`src/rtl/bg_pkg.sv`:
```
// Shared constants for the scrolling background engine: direction bit map,
// pixel pipeline depth and default playfield dimensions.
package bg_pkg;
  localparam int DIR_UP    = 3;
  localparam int DIR_DOWN  = 2;
  localparam int DIR_RIGHT = 1;
  localparam int DIR_LEFT  = 0;

  localparam int BG_LATENCY = 4;

  localparam int BG_IMG_W    = 640;
  localparam int BG_IMG_H    = 480;
  localparam int BG_SCREEN_W = 640;
  localparam int BG_SCREEN_H = 480;

  function automatic int min2(input int a, input int b);
    return (a < b) ? a : b;
  endfunction
endpackage

```
`src/rtl/bg_axis_offset.sv`:
```
// One wrapping scroll accumulator: moves by speed_i per enabled tick,
// modulo MOD, with opposing inc/dec requests cancelling.
module bg_axis_offset #(
  parameter int MOD     = 640,
  parameter int W       = $clog2(MOD),
  parameter int SPEED_W = 3
) (
  input  logic               clk_i,
  input  logic               reset_i,
  input  logic               en_i,
  input  logic               inc_i,
  input  logic               dec_i,
  input  logic [SPEED_W-1:0] speed_i,
  output logic [W-1:0]       off_o
);
  localparam int AW = ((W > SPEED_W) ? W : SPEED_W) + 1;
  localparam logic [AW-1:0] MODV = AW'(MOD);

  logic [W-1:0]  off_q, off_d;
  logic [AW-1:0] cur, spd, sum_raw, sum_w, dif_w;

  assign cur     = AW'(off_q);
  assign spd     = AW'(speed_i);
  assign sum_raw = cur + spd;
  assign sum_w   = (sum_raw >= MODV) ? sum_raw - MODV : sum_raw;
  // speed < MOD, so one conditional add covers the underflow.
  assign dif_w   = (cur < spd) ? cur + MODV - spd : cur - spd;

  always_comb begin
    off_d = off_q;
    if (en_i && inc_i && !dec_i)      off_d = W'(sum_w);
    else if (en_i && dec_i && !inc_i) off_d = W'(dif_w);
  end

  always_ff @(posedge clk_i) begin
    if (reset_i) off_q <= '0;
    else         off_q <= off_d;
  end

  assign off_o = off_q;
endmodule

```
`src/rtl/bg_scroll_engine.sv`:
```
// Scrolling background address engine: frame-rate wrapped offsets and a
// 4-stage pixel-to-ROM-address pipeline. Optional far layer: BG_PARALLAX_EN.
module bg_scroll_engine
  import bg_pkg::*;
#(
  parameter int IMG_W    = BG_IMG_W,
  parameter int IMG_H    = BG_IMG_H,
  parameter int SCREEN_W = BG_SCREEN_W,
  parameter int SCREEN_H = BG_SCREEN_H,
  parameter int ADDR_W   = 19,
  parameter int IDX_W    = 1,
  parameter int SPEED_W  = 3,
  localparam int XW      = $clog2(IMG_W),
  localparam int YW      = $clog2(IMG_H)
) (
  input  logic               vga_clk,
  input  logic               reset,
  input  logic               frame_tick,
  input  logic [3:0]         direction,
  input  logic [SPEED_W-1:0] speed,
  input  logic               collided,
  input  logic [9:0]         DrawX,
  input  logic [9:0]         DrawY,
  input  logic               blank,
  output logic [ADDR_W-1:0]  rom_address,
  input  logic [IDX_W-1:0]   rom_q,
`ifdef BG_PARALLAX_EN
  output logic [ADDR_W-1:0]  rom_address_far,
  input  logic [IDX_W-1:0]   rom_q_far,
`endif
  output logic [IDX_W-1:0]   bg_index,
  output logic               bg_valid,
  output logic [XW-1:0]      x_offset,
  output logic [YW-1:0]      y_offset
);
`ifdef BG_PARALLAX_EN
  localparam int NL = 2;
`else
  localparam int NL = 1;
`endif
  localparam int SW = ((XW > 10) ? XW : 10) + 1;
  localparam int HW = ((YW > 10) ? YW : 10) + 1;

  logic tick_ok;
  logic [NL-1:0][XW-1:0]     xo, col_d, col_q;
  logic [NL-1:0][YW-1:0]     yo, row_d, row_q;
  logic [NL-1:0][ADDR_W-1:0] addr_d, addr_q;
  logic [BG_LATENCY:1]       vld_pipe;
  logic [IDX_W-1:0]          idx_d, idx_q;

  assign tick_ok = frame_tick & ~collided;

  bg_axis_offset #(.MOD(IMG_W), .W(XW), .SPEED_W(SPEED_W)) u_x (
    .clk_i(vga_clk), .reset_i(reset), .en_i(tick_ok),
    .inc_i(direction[DIR_RIGHT]), .dec_i(direction[DIR_LEFT]),
    .speed_i(speed), .off_o(xo[0])
  );
  bg_axis_offset #(.MOD(IMG_H), .W(YW), .SPEED_W(SPEED_W)) u_y (
    .clk_i(vga_clk), .reset_i(reset), .en_i(tick_ok),
    .inc_i(direction[DIR_DOWN]), .dec_i(direction[DIR_UP]),
    .speed_i(speed), .off_o(yo[0])
  );

`ifdef BG_PARALLAX_EN
  // Far layer moves at half rate: only on odd qualifying ticks.
  logic par_q;
  always_ff @(posedge vga_clk) begin
    if (reset)        par_q <= 1'b0;
    else if (tick_ok) par_q <= ~par_q;
  end

  bg_axis_offset #(.MOD(IMG_W), .W(XW), .SPEED_W(SPEED_W)) u_xf (
    .clk_i(vga_clk), .reset_i(reset), .en_i(tick_ok & par_q),
    .inc_i(direction[DIR_RIGHT]), .dec_i(direction[DIR_LEFT]),
    .speed_i(speed), .off_o(xo[1])
  );
  bg_axis_offset #(.MOD(IMG_H), .W(YW), .SPEED_W(SPEED_W)) u_yf (
    .clk_i(vga_clk), .reset_i(reset), .en_i(tick_ok & par_q),
    .inc_i(direction[DIR_DOWN]), .dec_i(direction[DIR_UP]),
    .speed_i(speed), .off_o(yo[1])
  );

  assign idx_d           = (rom_q != '0) ? rom_q : rom_q_far;
  assign rom_address_far = addr_q[1];
`else
  assign idx_d = rom_q;
`endif

  for (genvar l = 0; l < NL; l++) begin : g_layer
    logic [SW-1:0] cs;
    logic [HW-1:0] rs;
    // Screen never exceeds the image, so one conditional subtract wraps.
    assign cs        = SW'(DrawX) + SW'(xo[l]);
    assign rs        = HW'(DrawY) + HW'(yo[l]);
    assign col_d[l]  = (cs >= SW'(IMG_W)) ? XW'(cs - SW'(IMG_W)) : XW'(cs);
    assign row_d[l]  = (rs >= HW'(IMG_H)) ? YW'(rs - HW'(IMG_H)) : YW'(rs);
    assign addr_d[l] = ADDR_W'(row_q[l]) * ADDR_W'(IMG_W) + ADDR_W'(col_q[l]);
  end

  always_ff @(posedge vga_clk) begin
    if (reset) begin
      col_q    <= '0;
      row_q    <= '0;
      addr_q   <= '0;
      vld_pipe <= '0;
      idx_q    <= '0;
    end else begin
      col_q    <= col_d;
      row_q    <= row_d;
      addr_q   <= addr_d;
      vld_pipe <= {vld_pipe[BG_LATENCY-1:1], blank};
      idx_q    <= idx_d;
    end
  end

  always_ff @(posedge vga_clk) begin
    if (!reset && frame_tick)
      a_cfg: assert (int'(speed) < min2(IMG_W, IMG_H) &&
                     SCREEN_W <= IMG_W && SCREEN_H <= IMG_H);
  end

  assign rom_address = addr_q[0];
  assign bg_index    = idx_q;
  assign bg_valid    = vld_pipe[BG_LATENCY];
  assign x_offset    = xo[0];
  assign y_offset    = yo[0];
endmodule

```
`config.mk`:
```
export PLATFORM = sky130hd
export DESIGN_NAME = bg_scroll_engine
export DESIGN_NICKNAME = d
export VERILOG_FILES = /design/src/rtl/bg_pkg.sv /design/src/rtl/bg_axis_offset.sv /design/src/rtl/bg_scroll_engine.sv
export SDC_FILE = /design/constraint.sdc
export NUM_CORES = 1
export LEC_CHECK = 0
export BUFFER_PORTS_ARGS = -buffer_cell sky130_fd_sc_hd__buf_2
export CAP_MARGIN = 5
export CORE_MARGIN = 2
export CORE_UTILIZATION = 40
export DETAILED_ROUTE_END_ITERATION = 12
export PLACE_DENSITY = 0.65
export SLEW_MARGIN = 20
export SYNTH_ARGS = -nofsm -noshare
export SYNTH_HDL_FRONTEND = slang
export SYNTH_SLANG_ARGS = --single-unit
```
`constraint.sdc`:
```
create_clock -name vga_clk -period 3.6 [get_ports vga_clk]
set_input_delay 0.9 -clock vga_clk [delete_from_list [all_inputs] [get_ports vga_clk]]
set_output_delay 0.9 -clock vga_clk [all_outputs]
set_load 0.02 [all_outputs]
```
==> results of run 1 <==
-- where the power goes --
group	internal, W	total [W]	switching [W]
Sequential	0.000758	0.000810	0.0000520
Combinational	0.000362	0.000865	0.000503
Clock	0.000621	0.000921	0.000300
Total	0.00174	0.00260	0.000854
-- sequential cells by signal (all words and copies together), names as in the netlist --
| signal | cells |
|---|---|
| col_q | 10 |
| row_q | 9 |
| u_y.off_o | 9 |
| rom_address | 19 |
| u_x.off_o | 10 |
| bg_index | 1 |
| vld_pipe | 4 |
-- worst max-delay path, delay by kind of cell --
family | cells | cell delay [ns]
simple gates | 5 | 1.18
fa+ha+maj | 3 | 0.85
buf+inv | 2 | 0.15
compound gates | 3 | 0.41
-- synth_stat cells (11+ instances only) --
library cell / number
inv_1: 45
nor3_1: 22
nand2_1: 30
a211oi_1: 16
o21ai_0: 33
fa_1: 12
clkbuf_1: 14
a21oi_1: 44
nand3_1: 15
ha_1: 78
dfxtp_1: 62
nor2b_1: 27
xnor2_1: 36
o211ai_1: 11
nor2_1: 47
-- per-stage QoR --
stage | hold slack [ns] | instance area [sq um] | worst slack [ns] | power, W
global route | 0.461 | 6460 | 0.109 | 0.00276
finish | 0.439 | 6460 | 0.320 | 0.00260
floorplan | 0.414 | 5510 | 0.293 | 0.00145
global placement | 0.430 | 6130 | 0.168 | 0.00166
CTS | 0.445 | 6460 | 0.376 | 0.00262
detailed placement | 0.432 | 6130 | 0.0528 | 0.00168
-- kinds of logic after synthesis --
kind of cell	count (synthesis)
buf+inv	62
flops	62
xor+xnor	47
fa+ha+maj	91
mux	5
simple gates	207
compound gates	182
-- path summary, 6_finish.rpt --
path	depth (start not counted)	start	slack (ns)	to
setup / recovery	13	DrawX[0]	0.32	col_q[8]
hold / removal	1	col_q[3]	0.44	rom_address[3]
setup reg to reg	12	u_x.off_o[0]	0.47	col_q[8]
hold reg to reg	1	col_q[3]	0.44	rom_address[3]
-- layout make-up --
type	instances	area, sq um
timing repair buffer	87	473
inverter	45	169
clock buffer	10	239
multi-input combinational	532	4030
sequential	62	1240
tap	176	220
fill	1308	6890
clock inverter	6	85.1
-- routing by layer --
metal / global-route usage (%) / vias up / share of wire [%]
met5: 0 / - / 0
met4: 7.54 / 0 / 1.8
met3: 2.40 / 18 / 4.4
met2: 34.1 / 143 / 49
met1: 22.9 / 2389 / 45
li1: - / 2543 / -
==> summary.md, run 1 <==
| Metric | Value |
|---|---|
| Status | complete, no violations |
| Worst skew pair latency | 0.32 ns |
| Dpl hpwl | 10900 um |
| Syn_area_per_cell | 8.40 sq um |
| Area leader, netlist | dfxtp_1 |
| Area fraction of the dominant cell type after synthesis | 22.5% |
| Pin count of the biggest net entering global routing | 30 |
| Clock Skew | 0.00522 ns |
| FF+latch count, synth | 62 |
| Placed Cells | 902 |
| Max cap viols | 0 |
| Global route overflow | 0 |
| Initial Utilization | 41.3% |
| CP Cell Sequence | buf_2, ha_1, inv_1, fa_1, nor2b_1, o2111ai_1, and3_2, or3_2, nand2_1, ha_1, o41a_1, o211ai_1, and3_1 |
| Via-to-Cell Ratio | 5.55 |
| RSZ-0062 raised after global routing | no |
| Synth Net Count | 779 |
| Drt drc | 0 |
| Adder-cell area share of the yosys netlist | 22.2% |
| Most common cell after layout, fill and taps aside | ha_1 |
| Synth Instances | 656 |
| Post-CTS setup buffers | 0 |
| Clock buffer count from CTS | 9 |
| Crit path top cell by count | ha_1 |
| Req. time, crit path | 3.81 ns |
| Final min period | 3.28 ns |
| Pwr Density | 402 nW/um^2 |
| Synth area leaders | dfxtp_1, ha_1, xnor2_1 |
| Routability cong. | 0.917 |
| Critical path type | in2reg |
| Post-CTS sizing | 0 |
| Final setup viols | 0 |
| Worst-path fanout max | 5 |
| Die X-Extent | 121 um |
| Peak supply drop | 0.000244 V |
| Setup crit end kind | flop |
| Final hold vios | 0 |
| Initial antenna violation count | 0 |
| Routed via count | 5093 |
| Fin cells | 918 |
| F_max | 305 MHz |
| First-pass GRT wire length | 22700 um |
| Commonest non-fill, non-tap cells in the layout | ha_1, buf_2, dfxtp_1 |
| Post-CTS Hold Fix Bufs | 0 |
| Post-DRT Antenna Nets | 0 |
| Compound-gate portion of the synthesized area | 22.4% |
| Port buffer count | 72 |
| DR WL/cell | 15.0 um |
| CTS tree | done |
| Area Overhead vs Synth | 17.1% |
| First-pass iteration count of the detailed router | 5 |
| Sum Neg Setup Slack | 0 ns |
| Routed WL | 13800 um |
| Layout cells sized above 1 | 16.2% |
| ANT cells | 0 |
| Chip Height | 121 um |
| Simple-gate area share of the yosys netlist | 19.9% |
| Startpoint Class | primary input |
| Synth cell types | 70 |
| Core area | 13300 sq um |
| Mapped Area | 5510 sq um |
| IO Count | 73 |
| Iter 0 DRT Violations | 247 |
| Relative slew slack | 45.7% |
| H-tree Lvls | 3 |
| Worst Tran Pin Value | 0.813 ns |
| Clock transition at path regs | 0.05 ns |
| Worst path slowest cell | or3_2 |
| CTS Sinks | 62 |
| Register area share after synthesis | 22.5% |
| Static Leak | 2.92 nW |
| Main combinational cell family by area after synthesis | compound AO/OA/AOI/OAI gates |
| Total Nets Final | 860 |
| Vias in the first global route | 4947 |
| Worst Path Arrival | 3.49 ns |
| Multiplexer share of the synthesized area | 0.931% |
| Clock Path Buffers | 2 |
| Top_reg_cell synth | dfxtp_1 |
| CTS Root Cell | clkbuf_16 |
| Slew Viols, Final | 0 |
| Async S/R FF share, synth | 0% |
| Rows | 42 |
| Period utilization | 91.1% |
| XOR/XNOR Fraction of Synth Area | 7.60% |
| Gr usage total | 19.0% |
| Final core utilization | 48.4% |
| CP max stage delay | 0.43 ns |
| Yosys warns | 0 |
| HP Class | reg2reg |
| Die ar. | 14700 sq um |
| Post-synth EDFFs | 0 |
(Power assumes the default switching activity.)
==> inputs of run 2 (changes only) <==
--- a/config.mk
+++ b/config.mk
@@ -5,6 +5,7 @@
 export SDC_FILE = /design/constraint.sdc
 export NUM_CORES = 1
 export LEC_CHECK = 0
+export ABC_AREA = 1
 export BUFFER_PORTS_ARGS = -buffer_cell sky130_fd_sc_hd__buf_2
 export CAP_MARGIN = 5
 export CORE_MARGIN = 2
==> run 2 against run 1 <==
  * Maximum frequency rose by 12%
  * Largest cell class unchanged
  * Sequential power grew 0.5%
  * Largest power group is now combinational cells
  * Wire length shrank 5.9%
  * Synthesized cell count increased by 30%
  * Highest routed layer unchanged
==> summary.md, run 2 <==
| Metric | Value |
|---|---|
| Most common cell in the netlist | nand2_1 |
| Simple-gate area share of the yosys netlist | 30.2% (+10 points) |
| Fillers | 1429 (+9.3%) |
| Hold wc startpoint | col_q[5] |
| Synth area leaders | dfxtp_1, ha_1, nand2_1 |
| RSZ-0062 raised after global routing | no |
| Post-CTS sizing | 0 (unchanged) |
| Vias in the first global route | 4931 (-0.32%) |
| Initial Utilization | 41.3% (about the same) |
| Final min period | 2.93 ns (-0.349 ns) |
| Synth cell types | 42 (-40%) |
| First-pass iteration count of the detailed router | 5 (unchanged) |
| Clock Path Buffers | 2 (unchanged) |
| Status | complete, no violations |
| Period utilization | 81.4% (-9.7 points) |
| Rows | 43 (+2.4%) |
| Register area | 1240 sq um (unchanged) |
| Post-DRT Antenna Nets | 0 (unchanged) |
| Compound-gate portion of the synthesized area | 12.7% (-9.7 points) |
| CTS Root Cell | clkbuf_16 |
| Finished Cell Area | 6630 sq um (+2.7%) |
| Commonest non-fill, non-tap cells in the layout | nand2_1, inv_1, nor2_1 |
| Drt drc | 0 (unchanged) |
| DR WL/cell | 11.7 um (-22%) |
| Top_reg_cell synth | dfxtp_1 |
| Most common cell after layout, fill and taps aside | nand2_1 |
| Area fraction of the dominant cell type after synthesis | 21.5% (-1.0 points) |
| Clock buffer count from CTS | 9 (unchanged) |
| Iter 0 DRT Violations | 238 (-3.6%) |
| Post-synth EDFFs | 0 (unchanged) |
| Total Nets Final | 1050 (+22%) |
| Top post-synthesis cells by count | nand2_1, inv_1, nor2_1 |
| Worst skew pair latency | 0.32 ns (about the same) |
| Core area | 14000 sq um (+4.8%) |
| XOR/XNOR Fraction of Synth Area | 4.38% (-3.2 points) |
| Routed WL | 13000 um (-5.9%) |
| Slew Viols, Final | 0 (unchanged) |
| Peak supply drop | 0.000234 V (-4.1%) |
| CTS Sinks | 62 (unchanged) |
| Req. time, crit path | 3.86 ns (+0.05 ns) |
| Sum Neg Setup Slack | 0 ns (unchanged) |
| First-pass GRT wire length | 21600 um (-5.1%) |
| Area leader, netlist | dfxtp_1 |
| F_max | 341 MHz (+12%) |
| Placed cell area | 6330 sq um (+3.2%) |
| Worst path slowest cell | fa_1 |
| Fin worst setup slack | 0.669 ns (+0.349 ns) |
| H-tree Lvls | 3 (unchanged) |
| Worst Path Buf+Inv | 3 (+1) |
| Port buffer count | 72 (unchanged) |
| Pwr Density | 391 nW/um^2 (-2.7%) |
| Gr usage total | 17.4% (-1.6 points) |
| CP startpoint | speed[1] |
| FF+latch count, synth | 62 (unchanged) |
| Worst Tran Pin Value | 1.03 ns (+0.219 ns) |
| Max cap viols | 0 (unchanged) |
| Startpoint Class | primary input |
| Yosys warns | 0 (unchanged) |
| IO Count | 73 (unchanged) |
| CP max stage delay | 0.39 ns (-0.04 ns) |
| Static Leak | 3.60 nW (+23%) |
| Cell family with most CP delay | adder cells |
| Routed via count | 5450 (+7.0%) |
| Multi-input logic area | 3950 sq um (-2.0%) |
| Setup crit end kind | flop |
| Place WS | 0.322 ns (+0.269 ns) |
| Relative slew slack | 31.1% (-15 points) |
| Routability cong. | 0.890 (-2.9%) |
| Post-CTS Hold Fix Bufs | 0 (unchanged) |
| Post-CTS setup buffers | 0 (unchanged) |
| Main combinational cell family by area after synthesis | simple AND/OR/NAND/NOR gates |
| ANT cells | 0 (unchanged) |
| Max reg flops | 19 (unchanged) |
| Power consumption | 0.00259 W (about the same) |
| Async S/R FF share, synth | 0% (unchanged) |
| Synth Net Count | 974 (+25%) |
| Adder-cell area share of the yosys netlist | 21.1% (-1.2 points) |
| Area Overhead vs Synth | 14.8% |
| Crit path top cell by count | nand2_1 |
| Clock Skew | 0.00931 ns (+0.00409 ns) |
| Register area share after synthesis | 21.5% (-1.0 points) |
| Dpl hpwl | 10300 um (-5.6%) |
| Critical path type | in2reg |
| HP Class | reg2reg |
| Multiplexer share of the synthesized area | 0% (-0.93 points) |
| Die X-Extent | 124 um (+2.3%) |
| Layout cells sized above 1 | 15.1% (-1.0 points) |
| Die ar. | 15400 sq um (+4.6%) |
| Initial antenna violation count | 0 (unchanged) |
| R2r startpoint | u_x.off_o[1] |
| CTS tree | done |
| Final setup viols | 0 (unchanged) |
| Via-to-Cell Ratio | 4.90 (-12%) |
| Syn_area_per_cell | 6.79 sq um (-19%) |
| Mapped Area | 5780 sq um (+4.8%) |
| Pin count of the biggest net entering global routing | 34 (+13%) |
| Synth Instances | 851 (+30%) |
| Chip Height | 124 um (+2.3%) |
| Worst-path fanout max | 7 (+2) |
| CP Cell Sequence | buf_2, inv_1, ha_1, ha_1, fa_1, inv_1, nor2_1, o21ai_0, nand2_1, nand2_1, nand2_1, nand2_1, nand3_1, o21ai_0, a21oi_1, a21oi_1 |
| Worst Path Arrival | 3.19 ns (-0.30 ns) |
| Final hold vios | 0 (unchanged) |
| Clock transition at path regs | 0.06 ns (about the same) |
| Global route overflow | 0 (unchanged) |
==> run 2: final timing paths <==
path               endpoint  depth (start not counted)  slack, ns
max            u_x.off_o[7]                         16       0.67
min          rom_address[5]                          2       0.40
max reg2reg        col_q[8]                         15       1.07
min reg2reg  rom_address[5]                          2       0.40
==> run 2: cell families (layout without fill, tap and decap cells) <==
logic type	Yosys count	after routing
adder cells (fa/ha/maj)	90	90
buffers and inverters	152	233
AO/OA/AOI/OAI	127	127
XOR/XNOR	28	28
AND/OR/NAND/NOR	392	392
flip-flops	62	62
==> run 2: layout make-up <==
type / instances / share of cell area [%]
timing repair buffer: 74 / 5.66
inverter: 143 / 8.09
clock inverter: 7 / 1.21
multi-input combinational: 637 / 59.5
clock buffer: 9 / 3.40
sequential: 62 / 18.7
tap: 180 / 3.40
==> run 2: worst min-delay path: cells and delay by family, from the launching register on <==
| kind | cells | cell delay (ns) |
|---|---|---|
| simple gates | 1 | 0.03 |
| flops | 1 | 0.29 |
| buf+inv | 1 | 0.04 |
==> run 2: where the power goes <==
part | total [W] | switching (W) | leakage, nW | internal, W
combinational | 0.000914 | 0.000574 | 2.95 | 0.000340
sequential | 0.000814 | 0.0000519 | 0.512 | 0.000762
clock | 0.000865 | 0.000323 | 0.143 | 0.000542
==> run 2: layer usage <==
metal	track usage (%)	vias to the layer above	part of all wire (%)
met5	0	-	0
li1	-	2920	-
met3	2.98	15	3.9
met2	30.2	108	47
met4	5.20	0	1.2
met1	22.0	2407	48
==> run 2: metrics by stage <==
stage	hold WS, ns	cells	utilization (%)
detailed placement	0.394	1096	45.2
CTS	0.401	1112	47.4
global route	0.421	1112	47.4
floorplan	0.388	851	-
finish	0.399	1112	47.4
global placement	0.391	1096	45.2
==> inputs of run 3 (changes only) <==
==> constraint.sdc (replaced) <==
create_clock -name vga_clk -period 3 [get_ports vga_clk]
set_input_delay 0.75 -clock vga_clk [delete_from_list [all_inputs] [get_ports vga_clk]]
set_output_delay 0.75 -clock vga_clk [all_outputs]
set_load 0.02 [all_outputs]
==> run 3 against run 2 <==
  * Total power up 21%
  * Clock power rose by 21%
  * Worst setup slack got worse by 0.31 ns
  * Sequential share of layout area shrank 0.14 points
  * Global-route usage increased by 0.37 points
  * Clock-buffer cell count grew 4
  * Worst hold slack improved by 0.0033 ns
  * Final cell count is 0.63% higher
  * Combinational power increased by 23%
  * Register-to-register slack got worse by 0.62 ns
  * First-iteration DRC count decreased by 3.8%
  * Critical path type unchanged
  * Largest power group unchanged
  * Highest routed layer unchanged
==> summary.md, run 3 (same netlist as run 2, synthesis figures left out) <==
| Metric | Value |
|---|---|
| Area Overhead vs Synth | 15.7% |
| F_max | 379 MHz |
| Worst-path fanout max | 7 (unchanged) |
| Hold Slack | 0.403 ns (+0.00333 ns) |
| Rows | 43 (unchanged) |
| RSZ-0062 raised after global routing | no |
| Dpl hpwl | 10600 um (+2.6%) |
| Pin count of the biggest net entering global routing | 30 (-12%) |
| Sum Neg Setup Slack | 0 ns (unchanged) |
| Status | complete, no violations |
| CTS Root Cell | clkbuf_16 |
| Startpoint Class | primary input |
| Reg2Reg Setup Slack | 0.45 ns (-0.62 ns) |
| Worst skew pair latency | 0.34 ns (+0.02 ns) |
| Most common cell after layout, fill and taps aside | nand2_1 |
| R2r startpoint | u_x.off_o[1] |
| Fin worst setup slack | 0.359 ns (-0.310 ns) |
| Routed WL | 13100 um (+1.1%) |
| Initial antenna violation count | 0 (unchanged) |
| Pwr Density | 469 nW/um^2 (+20%) |
| Post-CTS sizing | 0 (unchanged) |
| Final hold vios | 0 (unchanged) |
| First-pass iteration count of the detailed router | 5 (unchanged) |
| HP Class | reg2reg |
| Via-to-Cell Ratio | 4.88 (-0.33%) |
| Layout cells sized above 1 | 15.5% (+0.42 points) |
| Post-CTS Hold Fix Bufs | 0 (unchanged) |
| Drt drc | 0 (unchanged) |
| Vias in the first global route | 4931 (unchanged) |
| Worst reg2reg path endpoint | col_q[8] |
| Clock Path Buffers | 2 (unchanged) |
| Clock Skew | 0.0112 ns (+0.00192 ns) |
| Iter 0 DRT Violations | 229 (-3.8%) |
| Final min period | 2.64 ns |
| Gr usage total | 17.8% (+0.37 points) |
| Initial Utilization | 41.3% (unchanged) |
| IO Count | 73 (unchanged) |
| CTS tree | done |
| Reg2reg path depth | 15 (unchanged) |
| DR WL/cell | 11.7 um (+0.46%) |
| Peak supply drop | 0.000266 V (+14%) |
| Max cap viols | 0 (unchanged) |
| Static Leak | 3.64 nW (+1.1%) |
| Total Nets Final | 1057 (+0.67%) |
| Port buffer count | 72 (unchanged) |
| Routed via count | 5466 (+0.29%) |
| Critical path type | in2reg |
| Place WS | 0.0287 ns (-0.293 ns) |
| CP startpoint | speed[2] |
| CTS Sinks | 62 (unchanged) |
| Clk pwr share | 33.5% (about the same) |
| H-tree Lvls | 3 (unchanged) |
| Max reg flops | 19 (unchanged) |
| Hold Path Stages | 2 (unchanged) |
| First-pass GRT wire length | 21800 um (+1.1%) |
| Setup crit end kind | flop |
| Clock buffer count from CTS | 9 (unchanged) |
| Fillers | 1434 (+0.35%) |
| Switch share | 35.7% (-0.94 points) |
| Post-CTS setup buffers | 0 (unchanged) |
| P_int | 0.00202 W (+23%) |
| Net Switching | 0.00112 W (+18%) |
| Period utilization | 88.0% |
| Req. time, crit path | 3.27 ns (-0.59 ns) |
| Power consumption | 0.00314 W (+21%) |
| Hold wc startpoint | vld_pipe[3] |
| Die ar. | 15400 sq um (unchanged) |
| Min-Delay Endpoint | vld_pipe[4] |
| Comb pwr share | 35.6% (+0.4 points) |
| Global route overflow | 0 (unchanged) |
| Worst Tran Pin Value | 0.562 ns (-0.470 ns) |
| Commonest non-fill, non-tap cells in the layout | nand2_1, inv_1, nor2_1 |
| Post-DRT Antenna Nets | 0 (unchanged) |
| Chip Height | 124 um (unchanged) |
| Slew Viols, Final | 0 (unchanged) |
| Core area | 14000 sq um (unchanged) |
| Worst Path Arrival | 2.91 ns (-0.28 ns) |
| Routability cong. | 0.889 (-0.11%) |
| Clock transition at path regs | 0.06 ns (about the same) |
| Relative slew slack | 62.5% (+31 points) |
| Die X-Extent | 124 um (unchanged) |
| Final setup viols | 0 (unchanged) |
| Sequential share of power | 31.0% (-0.4 points) |
| ANT cells | 0 (unchanged) |
==> run 3: cell types whose count changed in the layout (fill, tap and decap cells not counted) <==
cell,before,now
clkinv_4,2,0
inv_6,2,0
clkbuf_8,0,2
buf_4,2,9
clkbuf_1,0,2
clkinv_2,0,1
clkinvlp_4,2,1
==> run 3: cell type report <==
class	count	area (sq um)	share of cell area (%)
clock buffer	13	260	3.90
clock inverter	3	42.5	0.637
inverter	143	537	8.03
multi-input combinational	637	3950	59.1
sequential	62	1240	18.6
tap	180	225	3.37
timing repair buffer	81	428	6.40
==> run 3: per-layer routing <==
metal / wire length [um] / up-vias / track usage (%)
li1: - / 2935 / -
met1: 6300 / 2405 / 23.0
met2: 6060 / 107 / 29.7
met3: 511 / 19 / 3.02
met4: 227 / 0 / 6.39
met5: 0 / - / 0
==> run 3: worst max path at each step <==
stage              endpoint
2_1_floorplan  u_x.off_o[7]
3_3_place_gp   u_x.off_o[7]
4_1_cts        u_x.off_o[7]
3_5_place_dp   u_x.off_o[7]
5_1_grt        u_x.off_o[7]
6_report       u_x.off_o[7]
==> run 3: power by group through the flow <==
stage / Sequential [W] / Combinational, W / Clock (W)
final: 0.000971 / 0.00112 / 0.00105
after floorplan: 0.00105 / 0.000785 / 0
after CTS: 0.000972 / 0.00112 / 0.00107
after global placement: 0.000988 / 0.00110 / 0
after global routing: 0.000984 / 0.00128 / 0.00111
after detailed placement: 0.000989 / 0.00111 / 0
==> run 3: through the flow <==
stage / cells / util (%) / instance area [sq um]
after global routing: 1119 / 47.8 / 6680
after floorplan: 851 / - / 5780
after detailed placement: 1103 / 45.6 / 6380
after global placement: 1103 / 45.6 / 6380
after CTS: 1119 / 47.8 / 6680
final: 1119 / 47.8 / 6680
==> run 3: critical path, stage by stage <==
cell     delay (ns)
buf_2          0.14
inv_1          0.10
ha_1           0.43
fa_1           0.47
inv_1          0.07
nor2_1         0.04
o21ai_0        0.18
nand2_1        0.11
nand2_1        0.09
nand2_1        0.05
nand2_1        0.10
nand3_1        0.07
o21ai_0        0.09
a21oi_1        0.08
a21oi_1        0.14
